File: config.mk
export PLATFORM = sky130hd
export DESIGN_NAME = jedro_1_lsu
export DESIGN_NICKNAME = d
export VERILOG_FILES = /design/src/rtl/jedro_1_lsu.sv
export SDC_FILE = /design/constraint.sdc
export NUM_CORES = 1
export LEC_CHECK = 0
export ABC_AREA = 1
export CAP_MARGIN = 15
export CORE_ASPECT_RATIO = 1.2
export CORE_MARGIN = 3
export CORE_UTILIZATION = 35
export DETAILED_ROUTE_END_ITERATION = 8
export PLACE_DENSITY = 0.65
export SLEW_MARGIN = 10
export SYNTH_ARGS = -nofsm -noshare
export SYNTH_HDL_FRONTEND = slang
export SYNTH_SLANG_ARGS = --single-unit
File: constraint.sdc
create_clock -name clk_i -period 1.94 [get_ports clk_i]
set_clock_uncertainty 0.15 [all_clocks]
set_input_delay 0.388 -clock clk_i [delete_from_list [all_inputs] [get_ports clk_i]]
set_output_delay 0.388 -clock clk_i [all_outputs]
set_load 0.02 [all_outputs]
File: src/rtl/jedro_1_lsu.sv
// jedro_1 load-store unit: issues word-aligned RAM accesses, extends load data
// for register writeback, and flags misaligned accesses.
module jedro_1_lsu #(
    parameter int DATA_WIDTH     = 32,
    parameter int ADDR_WIDTH     = 32,
    parameter int REG_ADDR_WIDTH = 5
) (
    input  logic                      clk_i,
    input  logic                      rstn_i,
    input  logic                      ctrl_valid_i,
    input  logic                      ctrl_read_i,
    input  logic                      ctrl_write_i,
    input  logic [2:0]                ctrl_funct3_i,
    input  logic [ADDR_WIDTH-1:0]     addr_i,
    input  logic [DATA_WIDTH-1:0]     wdata_i,
    input  logic [REG_ADDR_WIDTH-1:0] regdest_i,
    output logic                      ready_o,
    output logic                      rf_wb_valid_o,
    output logic [REG_ADDR_WIDTH-1:0] rf_wb_dest_o,
    output logic [DATA_WIDTH-1:0]     rf_wb_data_o,
    output logic                      misaligned_load_o,
    output logic                      misaligned_store_o,
    output logic [ADDR_WIDTH-1:0]     mem_addr_o,
    output logic                      mem_en_o,
    output logic [3:0]                mem_we_o,
    output logic [DATA_WIDTH-1:0]     mem_wdata_o,
    input  logic [DATA_WIDTH-1:0]     mem_rdata_i
);

    typedef enum logic [1:0] {
        IDLE = 2'd0,
        REQ  = 2'd1,
        WAIT = 2'd2,
        WB   = 2'd3
    } state_t;

    state_t                    state;
    logic [1:0]                off_q;
    logic [2:0]                funct3_q;
    logic [REG_ADDR_WIDTH-1:0] dest_q;

    logic                      accept;
    logic                      is_load;
    logic                      is_store;
    logic                      load_ok_type;
    logic                      store_ok_type;
    logic                      misaligned;
    logic                      start_load;
    logic                      start_store;
    logic                      bad_load;
    logic                      bad_store;
    logic [3:0]                store_we;
    logic [DATA_WIDTH-1:0]     store_data;
    logic [7:0]                load_byte;
    logic [15:0]               load_half;
    logic [DATA_WIDTH-1:0]     load_ext;

    // Request decode: a request with both read and write set is a load.
    always_comb begin
        accept        = ctrl_valid_i && ready_o;
        is_load       = ctrl_read_i;
        is_store      = ctrl_write_i && !ctrl_read_i;
        load_ok_type  = (ctrl_funct3_i == 3'b000) || (ctrl_funct3_i == 3'b001) ||
                        (ctrl_funct3_i == 3'b010) || (ctrl_funct3_i == 3'b100) ||
                        (ctrl_funct3_i == 3'b101);
        store_ok_type = (ctrl_funct3_i == 3'b000) || (ctrl_funct3_i == 3'b001) ||
                        (ctrl_funct3_i == 3'b010);
        misaligned    = 1'b0;
        case (ctrl_funct3_i[1:0])
            2'b01:   misaligned = addr_i[0];
            2'b10:   misaligned = (addr_i[1:0] != 2'b00);
            default: misaligned = 1'b0;
        endcase
        start_load  = accept && is_load  && load_ok_type  && !misaligned;
        bad_load    = accept && is_load  && load_ok_type  &&  misaligned;
        start_store = accept && is_store && store_ok_type && !misaligned;
        bad_store   = accept && is_store && store_ok_type &&  misaligned;
    end

    // Store lane enables and lane-replicated write data.
    always_comb begin
        store_we   = 4'b0000;
        store_data = wdata_i;
        case (ctrl_funct3_i[1:0])
            2'b00: begin
                store_we   = 4'b0001 << addr_i[1:0];
                store_data = {4{wdata_i[7:0]}};
            end
            2'b01: begin
                store_we   = 4'b0011 << {addr_i[1], 1'b0};
                store_data = {2{wdata_i[15:0]}};
            end
            default: begin
                store_we   = 4'b1111;
                store_data = wdata_i;
            end
        endcase
    end

    // Load lane extraction from the captured byte offset and access type.
    always_comb begin
        load_byte = 8'h00;
        case (off_q)
            2'd0:    load_byte = mem_rdata_i[7:0];
            2'd1:    load_byte = mem_rdata_i[15:8];
            2'd2:    load_byte = mem_rdata_i[23:16];
            default: load_byte = mem_rdata_i[31:24];
        endcase
        load_half = off_q[1] ? mem_rdata_i[31:16] : mem_rdata_i[15:0];
        case (funct3_q)
            3'b000:  load_ext = {{24{load_byte[7]}}, load_byte};
            3'b001:  load_ext = {{16{load_half[15]}}, load_half};
            3'b100:  load_ext = {24'h000000, load_byte};
            3'b101:  load_ext = {16'h0000, load_half};
            default: load_ext = mem_rdata_i;
        endcase
    end

    // Main FSM; every output is registered and access strobes default low.
    always_ff @(posedge clk_i or negedge rstn_i) begin
        if (!rstn_i) begin
            state              <= IDLE;
            ready_o            <= 1'b1;
            off_q              <= 2'b00;
            funct3_q           <= 3'b000;
            dest_q             <= '0;
            rf_wb_valid_o      <= 1'b0;
            rf_wb_dest_o       <= '0;
            rf_wb_data_o       <= '0;
            misaligned_load_o  <= 1'b0;
            misaligned_store_o <= 1'b0;
            mem_addr_o         <= '0;
            mem_en_o           <= 1'b0;
            mem_we_o           <= 4'b0000;
            mem_wdata_o        <= '0;
        end else begin
            mem_en_o           <= 1'b0;
            mem_we_o           <= 4'b0000;
            rf_wb_valid_o      <= 1'b0;
            misaligned_load_o  <= bad_load;
            misaligned_store_o <= bad_store;

            case (state)
                IDLE, WB: begin
                    if (start_load) begin
                        state      <= REQ;
                        ready_o    <= 1'b0;
                        off_q      <= addr_i[1:0];
                        funct3_q   <= ctrl_funct3_i;
                        dest_q     <= regdest_i;
                        mem_en_o   <= 1'b1;
                        mem_addr_o <= {addr_i[ADDR_WIDTH-1:2], 2'b00};
                    end else begin
                        state   <= IDLE;
                        ready_o <= 1'b1;
                    end
                end
                REQ: begin
                    state   <= WAIT;
                    ready_o <= 1'b0;
                end
                default: begin
                    state         <= WB;
                    ready_o       <= 1'b1;
                    rf_wb_valid_o <= 1'b1;
                    rf_wb_dest_o  <= dest_q;
                    rf_wb_data_o  <= load_ext;
                end
            endcase

            // Stores only happen in IDLE/WB, so they never overlap a load access.
            if (start_store) begin
                mem_en_o    <= 1'b1;
                mem_we_o    <= store_we;
                mem_wdata_o <= store_data;
                mem_addr_o  <= {addr_i[ADDR_WIDTH-1:2], 2'b00};
            end
        end
    end

endmodule

==> flow_summary.yaml, run 1 <==
run_status:
  status: "completed"
pwr:
  switching_share_pct: 40.3
  p_leak_uw: 0.00512
  power.share.sequential_pct: 30.7
  power_uw: 13600
  comb_power_share_pct: 46.5
  max-vdd-ir-drop_mv: 0.925
  switching_power_uw: 5490
  power.density_nw_per_um2: 1500
  clkPwrFrac_pct: 22.7
  p_int_uw: 8140
sta:
  hold_violations: 0
  setup_violations: 0
  fmax_mhz: 526
  worst_slack_ns: 0.0400
  post-route-min-period_ns: 1.90
  slew_viol_final: 0
  whs_ns: 0.305
  fin_crit_sh_pct: 97.9
clocking:
  cts_sinks: 120
  clockRootBuffer: "clkbuf_16"
  cts_max_level: 4
  clk_pin_slew_ns: 0.06
  cts_buffers: 17
  cts_tree: "built"
  cts_buffer_depth: 2
  insertion_delay_ns: 0.41
drt:
  vias_per_cell: 4.65
  first_pass_iters: 4
  vias: 5404
  drt_iter0_drc: 370
  wl_per_cell_um: 15.5
  antenna_left: 0
  drcViolationCount: 0
  wl_um: 18000
setup_path:
  worstPathRequired_ns: 1.40
  end_kind: "output pin"
  cp.buffers_inverters: 1
  worstPathArrival_ns: 1.36
  crit_path_cell_trace: "clkdlybuf4s50_1"
  crit_slowest_cell: "clkdlybuf4s50_1"
  r2r-start: "ready_o$_DFF_PN1_"
  reg2reg_to: "mem_wdata_o[6]$_DFFE_PN0P_"
  worstRegToRegCells: 7
  max_stage_delay_ns: 0.63
  crit_fanout: 2
  path_delay_family: "buffers and inverters"
  worstSetupStartpointType: "flip-flop"
  critPathKind: "flip-flop to output pin"
  r2r_setup_slack_ns: 0.19
floorplan:
  io_pins: 219
  placementRows: 50
  start_util_pct: 36.1
  die_w_um: 122
  dieArea_um2: 17700
  die_y_um: 145
  coreArea_um2: 15700
layout:
  area_delta_synth_final_pct: 60.6
  drive_above_1_share_pct: 11.2
  final_cell_mix: "nand2_1, dfrtp_1, clkdlybuf4s50_1"
  final_common_cell: "nand2_1"
  nNetsFinal: 1055
placed_design:
  pre_cts_ws_ns: -0.447
  port_buffers: 216
  dp_hpwl_um: 12600
  place_congestion: 0.899
logic_synthesis:
  yosys_warnings: 0
  yosysSeqAreaShare_pct: 53.1
  ys_seq_elements: 120
  synthCells: 702
  synth_top_area_cell: "dfrtp_1"
  synth.cell_area_um2: 5660
  synthSimpleGateAreaFrac_pct: 24.8
  synth_top_family_by_area: "simple AND/OR/NAND/NOR gates"
  synth_area_leaders: "dfrtp_1, nand2_1, a21oi_1"
  synthMuxAreaShare_pct: 0
  yosys.area.top_type_share_pct: 52.6
  synth_compound_area_share_pct: 12.1
  synth_fa_ha_area_share_pct: 1.10
  synth_xor_area_share_pct: 0
  yosysUniqueCellTypes: 27
  syn_avg_cell_area_um2: 8.07
global_route:
  grt.busiest_layer: "met2"
  grt_max_degree: 65
  grt_pass1_vias: 5426
  grt_overflow: 0
  use_met3_pct: 8.77
  met2_usage_pct: 31.9
  grt_pass1_wl_um: 27600
  use_met1_pct: 23.7
  track_usage_pct: 19.7
  antenna_found_initial: 1
worst_hold_path:
  hold_class: "input pin to async pin"
run:
  drv_cap: 0
-- power by group through the flow --
stage	logic, uW	clock network [uW]	registers (uW)
final	6340	3100	4190
after global routing	6980	3290	4330
after CTS	6460	3170	4220
after detailed placement	6670	0	4230
after global placement	6590	0	4240
after floorplan	2540	0	5270
-- cell type report --
cell class                      instances  area, um2
Timing Repair Buffer                  262       2810
Clock buffer                           17        425
Tap cell                              208        260
Sequential cell                       120       3000
Multi-Input combinational cell        472       2180
Inverter                               68        255
Clock inverter                         15        156
Antenna cell                            1       2.50
Fill cell                            1416       6610
-- how the worst max path moves through the flow --
stage                                  from                    endpoint  slack, ns  cells past startpoint
2_1_floorplan              ctrl_funct3_i[1]  mem_wdata_o[0]$_DFFE_PN0P_       0.25                      8
3_3_place_gp               ctrl_funct3_i[0]   mem_addr_o[3]$_DFFE_PN0P_      -0.38                      8
3_5_place_dp               ctrl_funct3_i[0]  mem_addr_o[13]$_DFFE_PN0P_      -0.45                      9
4_1_cts        rf_wb_data_o[20]$_DFFE_PN0P_            rf_wb_data_o[20]     0.0004                      1
5_1_grt                    ctrl_funct3_i[1]  mem_wdata_o[6]$_DFFE_PN0P_      -0.02                     11
6_report       rf_wb_data_o[16]$_DFFE_PN0P_            rf_wb_data_o[16]       0.04                      1
-- synth_stat cells, drive strengths merged --
master / count
nand4: 1
nand2: 222
ha: 5
or2: 16
nand3: 62
dfstp: 1
clkbuf: 12
a21oi: 66
dfrtp: 119
o21ai: 69
a21boi: 1
nor3: 7
conb: 1
buf: 31
nor2: 21
inv: 68
-- stage by stage --
stage | instance area [um2] | std cells | util (%) | setup TNS, ns
global placement | 8240 | 1124 | 52.5 | -26.79
floorplan | 5670 | 703 | - | 0
CTS | 8790 | 1157 | 56.0 | 0
global route | 9090 | 1162 | 57.9 | -0.0170
detailed placement | 8240 | 1124 | 52.5 | -31.03
finish | 9090 | 1163 | 57.9 | 0
-- layer usage --
layer,wire [um],vias up
met1,7390,2467
met4,215,0
li1,-,2722
met3,1760,11
met5,0,-
met2,8610,204
-- sequential cells by signal, indices dropped and copies added, names as in the netlist, 2 cells and up --
| signal | cells |
|---|---|
| mem_addr_o | 30 |
| mem_wdata_o | 32 |
| dest_q | 5 |
| mem_we_o | 4 |
| state | 2 |
| rf_wb_dest_o | 5 |
| off_q | 2 |
| rf_wb_data_o | 32 |
| funct3_q | 3 |
-- cells by family after synthesis --
logic type / after synthesis
compound gates: 136
fa+ha+maj: 5
buf+inv: 111
flops: 120
other cells: 1
simple gates: 329
-- what timing repair did --
| action | in CTS | in global routing |
|---|---|---|
| endpoints found under the hold margin | 20 | 0 |
| hold buffers | 1 | 0 |
| buffers inserted | 0 | 1 |
| setup endpoints to repair | 41 | 132 |
| pin swaps | 0 | 3 |
| resized for setup | 40 | 69 |
| cloned | 0 | 4 |
Power figures use the tool's default switching activity.
==> run 2: changes to the inputs <==
--- a/config.mk
+++ b/config.mk
@@ -11,7 +11,7 @@
 export CORE_MARGIN = 3
 export CORE_UTILIZATION = 35
 export DETAILED_ROUTE_END_ITERATION = 8
-export PLACE_DENSITY = 0.65
+export PLACE_DENSITY = 0.73
 export SLEW_MARGIN = 10
 export SYNTH_ARGS = -nofsm -noshare
 export SYNTH_HDL_FRONTEND = slang
==> run 2 against run 1 <==
Effect of this change: fmax is essentially flat; count of clock-buffer cells in the layout grew 6; global-route usage shrank 0.20 points; hold slack gained 0.012 ns; die area is the same; power grew 2.4%; cell area shrank 1.3%; sequential share of layout area grew 0.43 points; routed wire length shrank 3.7%.
==> flow_summary.yaml, run 2 (synthesis results as in run 1) <==
clocking:
  clockRootBuffer: "clkbuf_16"
  cts_buffer_depth: 2
  cts_tree: "built"
  cts_max_level: 4
  cts_sinks: 120
  insertion_delay_ns: 0.41
  cts_buffers: 17
  clk_pin_slew_ns: 0.06
setup_path:
  path_delay_family: "buffers and inverters"
  worstPathRequired_ns: 1.40
  critPathKind: "flip-flop to output pin"
  max_stage_delay_ns: 0.61
  crit_fanout: 2
  end_kind: "output pin"
  worstPathArrival_ns: 1.36
  r2r_setup_slack_ns: 0.17
  crit_slowest_cell: "clkdlybuf4s50_1"
  cp.buffers_inverters: 1
  r2r-start: "off_q[1]$_DFFE_PN0P_"
  setup.worst_path.start: "mem_wdata_o[25]$_DFFE_PN0P_"
  worstSetupStartpointType: "flip-flop"
  crit_path_cell_trace: "clkdlybuf4s50_1"
layout:
  design_area_um2: 8980
  final_common_cell: "nand2_1"
  antenna_cells: 0
  final_cell_mix: "nand2_1, clkdlybuf4s50_1, dfrtp_1"
  nNetsFinal: 1045
  nFillCells: 1427
  area_delta_synth_final_pct: 58.6
  drive_above_1_share_pct: 10.2
  reg_top3: "mem_wdata_o x32, rf_wb_data_o x32, mem_addr_o x30"
sta:
  maxSlewHeadroom_pct: 60.9
  fin_crit_sh_pct: 98.0
  fmax_mhz: 526
  hold_violations: 0
  slew_viol_final: 0
  finalSetupTns_ns: 0
  post-route-min-period_ns: 1.90
  setup_violations: 0
  worst_slack_ns: 0.0394
  tightest_slew_ns: 0.583
drt:
  wl_per_cell_um: 15.1
  wl_um: 17300
  vias: 5531
  drcViolationCount: 0
  first_pass_iters: 6
  drt_iter0_drc: 399
  vias_per_cell: 4.81
  antenna_left: 0
global_route:
  track_usage_pct: 19.5
  grt_max_degree: 88
  antenna_found_initial: 0
  grt_overflow: 0
  grt_pass1_vias: 5496
  grt_pass1_wl_um: 27500
placed_design:
  dp_hpwl_um: 12300
  pre_cts_ws_ns: -0.459
  placed_area_um2: 8200
  place_congestion: 0.903
  port_buffers: 216
run_status:
  status: "completed"
worst_hold_path:
  min-delay-start: "rf_wb_dest_o[0]$_DFFE_PN0P_"
  hold_class: "flip-flop to flip-flop"
pwr:
  power.density_nw_per_um2: 1550
  max-vdd-ir-drop_mv: 0.788
  p_leak_uw: 0.00492
floorplan:
  placementRows: 50
  die_y_um: 145
  dieArea_um2: 17700
  die_w_um: 122
  start_util_pct: 36.1
  io_pins: 219
  coreArea_um2: 15700
run:
  drv_cap: 0
==> run 2: cell types whose count changed in the layout (fill, tap and decap cells not counted), moves of 2 or more <==
cell,change
buf_12,-2
buf_4,-6
bufinv_16,+3
clkbuf_16,-3
clkbuf_8,+5
clkdlybuf4s50_1,+15
clkinv_4,-2
dlygate4sd2_1,-3
dlymetal6s2s_1,-12
inv_6,-6
inv_8,-3
o21ai_0,+2
o21ai_1,-2
==> run 2: worst min-delay path: stages (launching register included) <==
cell and delay, ns:
dfrtp_1 0.34, nand2_1 0.05, nand2_1 0.04
==> run 2: repair_timing <==
| action | in CTS | in global routing |
|---|---|---|
| gates resized for setup | 38 | 54 |
| buffers inserted | 0 | 0 |
| cloned | 0 | 1 |
| hold endpoints to repair | 119 | 0 |
| hold buffers | 1 | 0 |
| endpoints found under the setup margin | 38 | 122 |
| pin swaps | 0 | 2 |
==> run 2: worst paths after layout <==
kind | endpoint | cells after the start
hold / removal | rf_wb_dest_o[0]$_DFFE_PN0P_ | 2
setup reg to reg | rf_wb_data_o[1]$_DFFE_PN0P_ | 5
min in group asynchronous | rf_wb_data_o[0]$_DFFE_PN0P_ | 3
setup / recovery | mem_wdata_o[25] | 1
max in group asynchronous | rf_wb_data_o[18]$_DFFE_PN0P_ | 3
hold reg to reg | rf_wb_dest_o[0]$_DFFE_PN0P_ | 2
==> run 2: metrics by stage <==
stage | std cells | hold slack (ns) | power [uW] | utilization [%]
6_report | 1150 | 0.317 | 13900 | 57.2
5_1_grt | 1150 | 0.341 | 14900 | 57.2
4_1_cts | 1149 | 0.319 | 14200 | 56.0
3_5_place_dp | 1118 | 0.307 | 10900 | 52.2
3_3_place_gp | 1118 | 0.306 | 10800 | 52.2
2_1_floorplan | 703 | -0.0576 | 7820 | -
==> run 2: cell type report <==
cell class / instances / area (um2) / share of cell area [%]
Inverter: 68 / 255 / 2.84
Sequential cell: 120 / 3000 / 33.5
Multi-Input combinational cell: 472 / 2190 / 24.3
Clock buffer: 23 / 498 / 5.55
Timing Repair Buffer: 252 / 2640 / 29.3
Clock inverter: 7 / 140 / 1.56
Tap cell: 208 / 260 / 2.90
==> run 2: power breakdown <==
part | leakage (uW) | internal, uW | switching (uW) | total (uW)
Combinational | 0.00312 | 2760 | 3590 | 6350
Sequential | 0.00149 | 3580 | 621 | 4200
Clock | 0.000307 | 2300 | 1090 | 3400
Total | 0.00492 | 8640 | 5310 | 13900
==> run 2: routing by layer <==
metal	global-route usage (%)	wire, um
met3	6.51	1600
met5	0	0
met4	7.68	428
met2	31.6	8200
met1	23.7	7090
